## src/rtl/key_search_pkg.sv

```systemverilog
// Shared types and constants for the key_search slice.
// Optional KEY_SEARCH_PERF_EN adds a keys_tried counter in key_search.
package key_search_pkg;

    typedef logic [23:0] key_t;

    typedef enum logic [2:0] {
        IDLE,
        START,
        WAIT_BUSY,
        RUN,
        EVAL,
        DONE
    } state_t;

    localparam logic [7:0] CHAR_LO = 8'h20;
    localparam logic [7:0] CHAR_HI = 8'h7E;

endpackage

```

## src/rtl/key_search_pt_printable_chk.sv

```systemverilog
// Sticky flag raised by any non-printable plaintext byte.
// The address-0 length byte is never judged.
module pt_printable_chk
    import key_search_pkg::*;
(
    input  logic       clk,
    input  logic       rst_n,
    input  logic       clr,
    input  logic       chk_en,
    input  logic [7:0] pt_addr,
    input  logic [7:0] pt_wrdata,
    input  logic       pt_wren,
    output logic       bad
);

    logic hit;

    assign hit = chk_en && pt_wren && (pt_addr != 8'h00)
              && ((pt_wrdata < CHAR_LO) || (pt_wrdata > CHAR_HI));

    always_ff @(posedge clk or negedge rst_n) begin
        if (!rst_n) begin
            bad <= 1'b0;
        end else if (clr) begin
            bad <= 1'b0;
        end else if (hit) begin
            bad <= 1'b1;
        end
    end

endmodule

```

## src/rtl/key_search.sv

```systemverilog
// Sweeps arc4 keys until the snooped plaintext is printable ASCII.
// Define KEY_SEARCH_PERF_EN to add the keys_tried output.
module key_search
    import key_search_pkg::*;
#(
    parameter logic [23:0] KEY_START = 24'h000000,
    parameter logic [23:0] KEY_STEP  = 24'h000001,
    parameter logic [23:0] KEY_MAX   = 24'hFFFFFF
) (
    input  logic        clk,
    input  logic        rst_n,
    input  logic        en,
    output logic        rdy,
    output logic        key_valid,
    output logic [23:0] key_found,
    output logic        arc4_en,
    output logic [23:0] arc4_key,
    input  logic        arc4_rdy,
    input  logic [7:0]  pt_addr,
    input  logic [7:0]  pt_wrdata,
    input  logic        pt_wren
`ifdef KEY_SEARCH_PERF_EN
    ,
    output logic [23:0] keys_tried
`endif
);

    state_t      state;
    key_t        cur_key;
    logic        bad;
    logic        go;
    logic        clr;
    logic [24:0] nxt_key;

    // 25-bit sum so a step past 24'hFFFFFF ends the sweep instead of wrapping
    assign nxt_key = {1'b0, cur_key} + {1'b0, KEY_STEP};
    assign go      = rdy && en;
    assign clr     = go || (state == EVAL);

    pt_printable_chk u_chk (
        .clk       (clk),
        .rst_n     (rst_n),
        .clr       (clr),
        .chk_en    (state == RUN),
        .pt_addr   (pt_addr),
        .pt_wrdata (pt_wrdata),
        .pt_wren   (pt_wren),
        .bad       (bad)
    );

    always_ff @(posedge clk or negedge rst_n) begin
        if (!rst_n) begin
            state     <= IDLE;
            rdy       <= 1'b1;
            key_valid <= 1'b0;
            key_found <= '0;
            arc4_en   <= 1'b0;
            arc4_key  <= KEY_START;
            cur_key   <= KEY_START;
        end else begin
            arc4_en <= 1'b0;
            unique case (state)
                IDLE, DONE: begin
                    if (en) begin
                        cur_key   <= KEY_START;
                        key_valid <= 1'b0;
                        rdy       <= 1'b0;
                        state     <= START;
                    end
                end
                START: begin
                    if (arc4_rdy) begin
                        arc4_en  <= 1'b1;
                        arc4_key <= cur_key;
                        state    <= WAIT_BUSY;
                    end
                end
                WAIT_BUSY: begin
                    if (!arc4_rdy) state <= RUN;
                end
                RUN: begin
                    if (arc4_rdy) state <= EVAL;
                end
                EVAL: begin
                    if (!bad) begin
                        key_found <= cur_key;
                        key_valid <= 1'b1;
                        rdy       <= 1'b1;
                        state     <= DONE;
                    end else if (nxt_key > {1'b0, KEY_MAX}) begin
                        key_found <= '0;
                        key_valid <= 1'b0;
                        rdy       <= 1'b1;
                        state     <= DONE;
                    end else begin
                        cur_key <= nxt_key[23:0];
                        state   <= START;
                    end
                end
                default: state <= IDLE;
            endcase
        end
    end

`ifdef KEY_SEARCH_PERF_EN
    always_ff @(posedge clk or negedge rst_n) begin
        if (!rst_n) begin
            keys_tried <= '0;
        end else if (go) begin
            keys_tried <= '0;
        end else if (state == EVAL && keys_tried != 24'hFFFFFF) begin
            keys_tried <= keys_tried + 24'd1;
        end
    end
`endif

endmodule

```

## config.mk

```make
export PLATFORM = sky130hd
export DESIGN_NAME = key_search
export DESIGN_NICKNAME = d
export VERILOG_FILES = /design/src/rtl/key_search_pkg.sv /design/src/rtl/key_search_pt_printable_chk.sv /design/src/rtl/key_search.sv
export SDC_FILE = /design/constraint.sdc
export NUM_CORES = 1
export LEC_CHECK = 0
export BUFFER_PORTS_ARGS = -buffer_cell sky130_fd_sc_hd__buf_2
export CAP_MARGIN = 10
export CORE_MARGIN = 1.5
export CORE_UTILIZATION = 60
export CTS_BUF_LIST = sky130_fd_sc_hd__clkbuf_4 sky130_fd_sc_hd__clkbuf_8
export DETAILED_ROUTE_END_ITERATION = 12
export HOLD_SLACK_MARGIN = 0.02
export PLACE_DENSITY = 0.87
export SLEW_MARGIN = 20
export SYNTH_ARGS = -nofsm -noshare
export SYNTH_HDL_FRONTEND = slang
export SYNTH_SLANG_ARGS = --single-unit
export TNS_END_PERCENT = 30
```

## constraint.sdc

```tcl
create_clock -name clk -period 10.45 [get_ports clk]
set_input_delay 2.09 -clock clk [delete_from_list [all_inputs] [get_ports clk]]
set_output_delay 2.09 -clock clk [all_outputs]
set_load 0.02 [all_outputs]
```

* Word-level counts from Yosys, hierarchy flattened *
Index checks and enable logic that the tools add are counted.

word-level totals
  bits in latches = 0
  output and inout bits = 51
  flip-flop bits (word level) = 79
  input port bits = 21
  bits in read-only memories = 0
  word-level logic and storage cells = 65
  memories kept = 0
  bits in writable memories = 0

operators by class
  bitwise gates (word level) = 0
  multipliers = 0
  div/mod/pow operators = 0
  $add $sub $neg = 1
  order comparisons = 3
  shift operators = 0
  mux-type cells = 24
  reductions and logical operators = 16
  equality and inequality tests = 13

operators by type and width
  cell                   count
  $mux 24                5
  $pmux 24 s2            1
  $add 24x1->25 const B  1
  $gt 25x24->1 const B   1
  $mux 3                 6
  $pmux 3 s5             1
  $ne 2x2->1 const B     6
  $mux 1                 9
  $gt 8x7->1 const B     1
  $lt 8x6->1 const B     1
  $reduce_and 4->1       2
  $reduce_bool 8->1      1
  $eq 3x2->1 const B     2
  $eq 3x3->1 const B     2
  $logic_and 1x1->1      4
  $pmux 1 s2             2
  $reduce_and 2->1       2
  $reduce_bool 2->1      2
  $eq 3x1->1 const B     1
  $logic_not 3->1        1
  $ne 3x3->1 const B     1
  $reduce_and 3->1       1
  $logic_or 1x1->1       2
  $ne 2x1->1 const B     1
  $reduce_or 2->1        1

* Depth between registers and ports, before layout *
  word-level depth = 6
  gate-level depth with buffers = 13
  mapped depth without buffers = 10

* By module *
A second synthesis with hierarchy kept.

second synthesis, totals
  cell total of the unflattened synthesis = 368
  area total of the unflattened synthesis = 3920.0 µm²

modules (own cells, without submodules)
  module            sequential area each (µm²)  instances  area an instance (µm²)  cells each
  key_search        1953.1                      1          3808.7                  358
  pt_printable_chk  25.0                        1          111.4                   10

* Least setup slack after synthesis *
No wires, ideal clock.

  kind = in2reg
  start = in arc4_rdy
  end = reg arc4_key[10]
  path buffers = 2
  data arrival time = 3.310 ns
  path slack = 7.016 ns
  required time = 10.325 ns
  setup time = 0.125 ns
  cell stages on the path = 4
  cells stage by stage = nor4bb_1 -> clkbuf_1 -> clkbuf_1 -> mux2_2

between the ends
  cells in the longest elaborated chain, start to end = 1

ends and longest elaborated chain
  element                     line              RTL
  start, declared             key_search.sv:18  input logic arc4_rdy,
  $reduce_and 2->1 (no line)  n/a
  end signal, assigned        key_search.sv:74  arc4_key <= cur_key;
  end, declared               key_search.sv:17  output logic [23:0] arc4_key,

No other way between the ends.
A chain may end at the register's enable or synchronous reset.

* Final worst setup path *
  start = reg cur_key[0]
  end = reg cur_key[12]

between the ends
  cells in the longest elaborated chain, start to end = 4
  elaborated cells on any way between the ends = 7
  classes of those cells = add/sub (1); order compare (1); eq/ne (1); mux (3); reduce/logical (1)

ends and longest elaborated chain
  element                                                           line              RTL
  start, declared                                                   key_search.sv:29  key_t cur_key;
  start signal, assigned                                            key_search.sv:96  cur_key <= nxt_key[23:0];
  $add 24x1->25 (*)                                                 key_search.sv:36  assign nxt_key = {1'b0, cur_key} + {1'b0, KEY_STEP};
  $gt 25x24->1 / $mux 24 (equally long branches)                    key_search.sv:90  end else if (nxt_key > {1'b0, KEY_MAX}) begin
  $ne 2x2->1 (no line) / $mux 24 (equally long branches)            n/a
  $reduce_and 4->1 (no line) / $pmux 24 s2 (equally long branches)  n/a

Every way passes the cells marked *; elsewhere a longest branch is shown, timed or not. The select of a mux whose other input is x is not followed.

==> impl_metrics.py <==
metrics = {
    "floorplanning": {
        "pin_count": 72,
        "dieArea_mm2": 0.006770,
        "fp-row-count": 28,
        "initial_core_util_pct": 62.95,
        "core_mm2": 0.005991,
        "die_w_um": 82.28,
        "die_height_um": 82.28,
    },
    "clock_network": {
        "cts.path.max_buffers": 2,
        "cts.sinks": 79,
        "postCtsHoldBufs": 0,
        "post_cts_buffers": 0,
        "postCtsResizedCells": 0,
        "cts-root-buf": "clkbuf_8",
        "h-tree-depth": 3,
        "cts_tree": "yes",
        "clk_pin_slew_ps": 80,
        "cts_buffers": 9,
        "clk_latency_ps": 360,
    },
    "worst_setup_path": {
        "criticalPathCategory": "reg2reg",
        "cp-end-kind": "register",
        "cp_max_fo": 19,
        "cp-start-kind": "register",
        "worst_ep_required_time_ps": 10760,
        "crit_arrival_ps": 3890,
    },
    "sta": {
        "max_slew_margin_pct": 25.11,
        "hold_violations": 0,
        "rsz0062_at_grt": "no",
        "skew_ps": 10.54,
        "min_period_ps": 3581,
        "slew_violations": 0,
        "setup_violations": 0,
        "fin_ws_ps": 6869,
        "tightest_slew_ps": 1122,
        "setup_tns_ps": 0,
        "fmax_ghz": 0.2792,
        "fin_crit_sh_pct": 34.27,
    },
    "power_and_ir_drop": {
        "switching_share_pct": 35.25,
        "ir_drop_uv": 168.2,
        "p_seq_share_pct": 44.5,
        "p_clk_share_pct": 26.0,
        "p_int_w": 0.0005975,
        "total_power_w": 0.0009228,
        "power.density_mw_per_mm2": 212.3,
        "power_switching_w": 0.0003253,
        "leakage_nw": 2.132,
        "comb_power_share_pct": 29.5,
    },
    "cells_and_area": {
        "layout_commonest_cell": "dfrtp_1",
        "antenna_cells": 0,
        "nNetsFinal": 414,
        "drive_gt1_share_pct": 31.31,
        "syn_to_final_growth_pct": 15.26,
        "layout_common_cells": "78 x dfrtp_1, 70 x buf_2, 25 x a22o_1",
    },
    "logic_synthesis": {
        "syn-num-nets": 360,
        "synth_edf_count": 0,
        "synth_warnings": 0,
        "synth_top_area_share_pct": 51.76,
        "ys_async_sr_fraction_pct": 100.0,
        "synth_area_per_cell_um2": 11.19,
        "netlist_area_mm2": 0.003771,
        "synth.distinct_cells": 53,
        "synth_area_leader_cell": "dfrtp_1",
        "synth.area.top_cells": "dfrtp_1 52%, mux2_2 7.2%, a22o_1 5.8%",
        "seq_area_frac_synth_pct": 52.46,
        "ys_seq_elements": 79,
        "ys.flop_type": "dfrtp_1",
        "synthCells": 337,
    },
    "global_routing": {
        "grtUsageMet2_pct": 42.03,
        "grt_usage_pct": 28.14,
        "top_usage_layer": "met2",
        "grt_max_degree": 80,
        "grt_antenna_before_repair": 0,
        "met1_usage_pct": 38.58,
        "grt_use_met3_pct": 8.791,
        "grt_pass1_wl_um": 14210,
        "grt_pass1_vias": 2913,
        "grt.overflow.total": 0,
    },
    "min_path": {
        "hold_path.class": "reg2reg",
    },
    "drt": {
        "drt_iter0_drc": 219,
        "wirelength_um": 8300,
        "vias": 2937,
        "vias_per_cell": 6.236,
        "detail-route-antenna-nets": 0,
        "dr.pass1.iters": 4,
        "wl_per_cell_um": 17.62,
        "drc": 0,
    },
    "job": {
        "cap_violations": 0,
    },
    "placed_design": {
        "port_buffers": 71,
        "pre_cts_ws_ps": 6530,
        "dpl.hpwl_um": 5314,
        "gp_congestion": 0.8478,
    },
    "run_status": {
        "status": "complete, no violations",
    },
}
==> area by class of cell <==
type                            count  area [µm²]
Clock inverter                      3       40.04
Multi-Input combinational cell    220        1635
Clock buffer                       13       172.7
Fill cell                         428        1644
Timing Repair Buffer               74       400.4
Inverter                            7       26.28
Sequential cell                    79        1978
Tap cell                           75       93.84
==> worst paths after layout <==
kind                                 start             to  slack [ps]  depth (start not counted)
worst max-delay path            cur_key[0]    cur_key[12]        6870                         10
worst min-delay path                   rdy            rdy         490                          2
worst max register to register  cur_key[0]    cur_key[12]        6870                         10
worst min register to register         rdy            rdy         490                          2
max in group asynchronous            rst_n     cur_key[8]        8220                          2
min in group asynchronous            rst_n  key_found[23]        1660                          1
==> sequential cells by signal, indices dropped and copies added, names as in the netlist <==
name and flops:
key_valid 1, u_chk.bad 1, key_found 24, arc4_en 1, arc4_key 24, state 3, cur_key 24, rdy 1
==> cells by family after synthesis <==
kind of cell / Yosys count / synth area share (%)
AO/OA/AOI/OAI: 89 / 18.51
XOR/XNOR: 5 / 1.161
adder cells (fa/ha/maj): 2 / 0.6635
buffers and inverters: 38 / 4.645
flip-flops: 79 / 52.46
multiplexers: 26 / 7.697
AND/OR/NAND/NOR: 98 / 14.86
==> through the flow <==
stage / instances / utilization, % / hold WS, ps / cell area [µm²]
2_1_floorplan: 337 / - / 497.6 / 3771
3_3_place_gp: 454 / 68.55 / 454.0 / 4106
6_report: 471 / 72.56 / 488.3 / 4347
5_1_grt: 471 / 72.56 / 518.1 / 4347
3_5_place_dp: 454 / 68.55 / 476.6 / 4106
4_1_cts: 470 / 72.10 / 489.4 / 4319
==> cells in the mapped netlist (8+ instances only) <==
cell type	instances
a21oi_1	16
a22o_1	25
and3_1	8
clkbuf_1	23
dfrtp_1	78
mux2_2	24
nand2_1	19
nand3_1	11
nand4_1	9
nor3_1	16
nor4_1	8
o2bb2ai_1	14
==> power by group through the flow <==
stage          registers [W]  clock network (W)  logic (W)
6_report            0.000411           0.000240   0.000272
5_1_grt             0.000419           0.000259   0.000295
4_1_cts             0.000410           0.000244   0.000273
3_5_place_dp        0.000415                  0   0.000271
3_3_place_gp        0.000413                  0   0.000266
2_1_floorplan       0.000451                  0   0.000146
==> critical path, stage by stage (launching register included) <==
cell	delay, ps
dfrtp_1	590
inv_1	90
ha_1	200
or3b_1	340
or4_1	470
a211o_1	280
a2111o_1	400
a311oi_2	250
a21oi_2	150
a21boi_4	520
a221o_1	250
==> per-layer routing <==
metal  wire length [µm]  share of wire (%)
met5                  0                  0
met3                541                6.5
met4                162                2.0
met1               3715                 45
met2               3881                 47
Power figures use the tool's default switching activity.
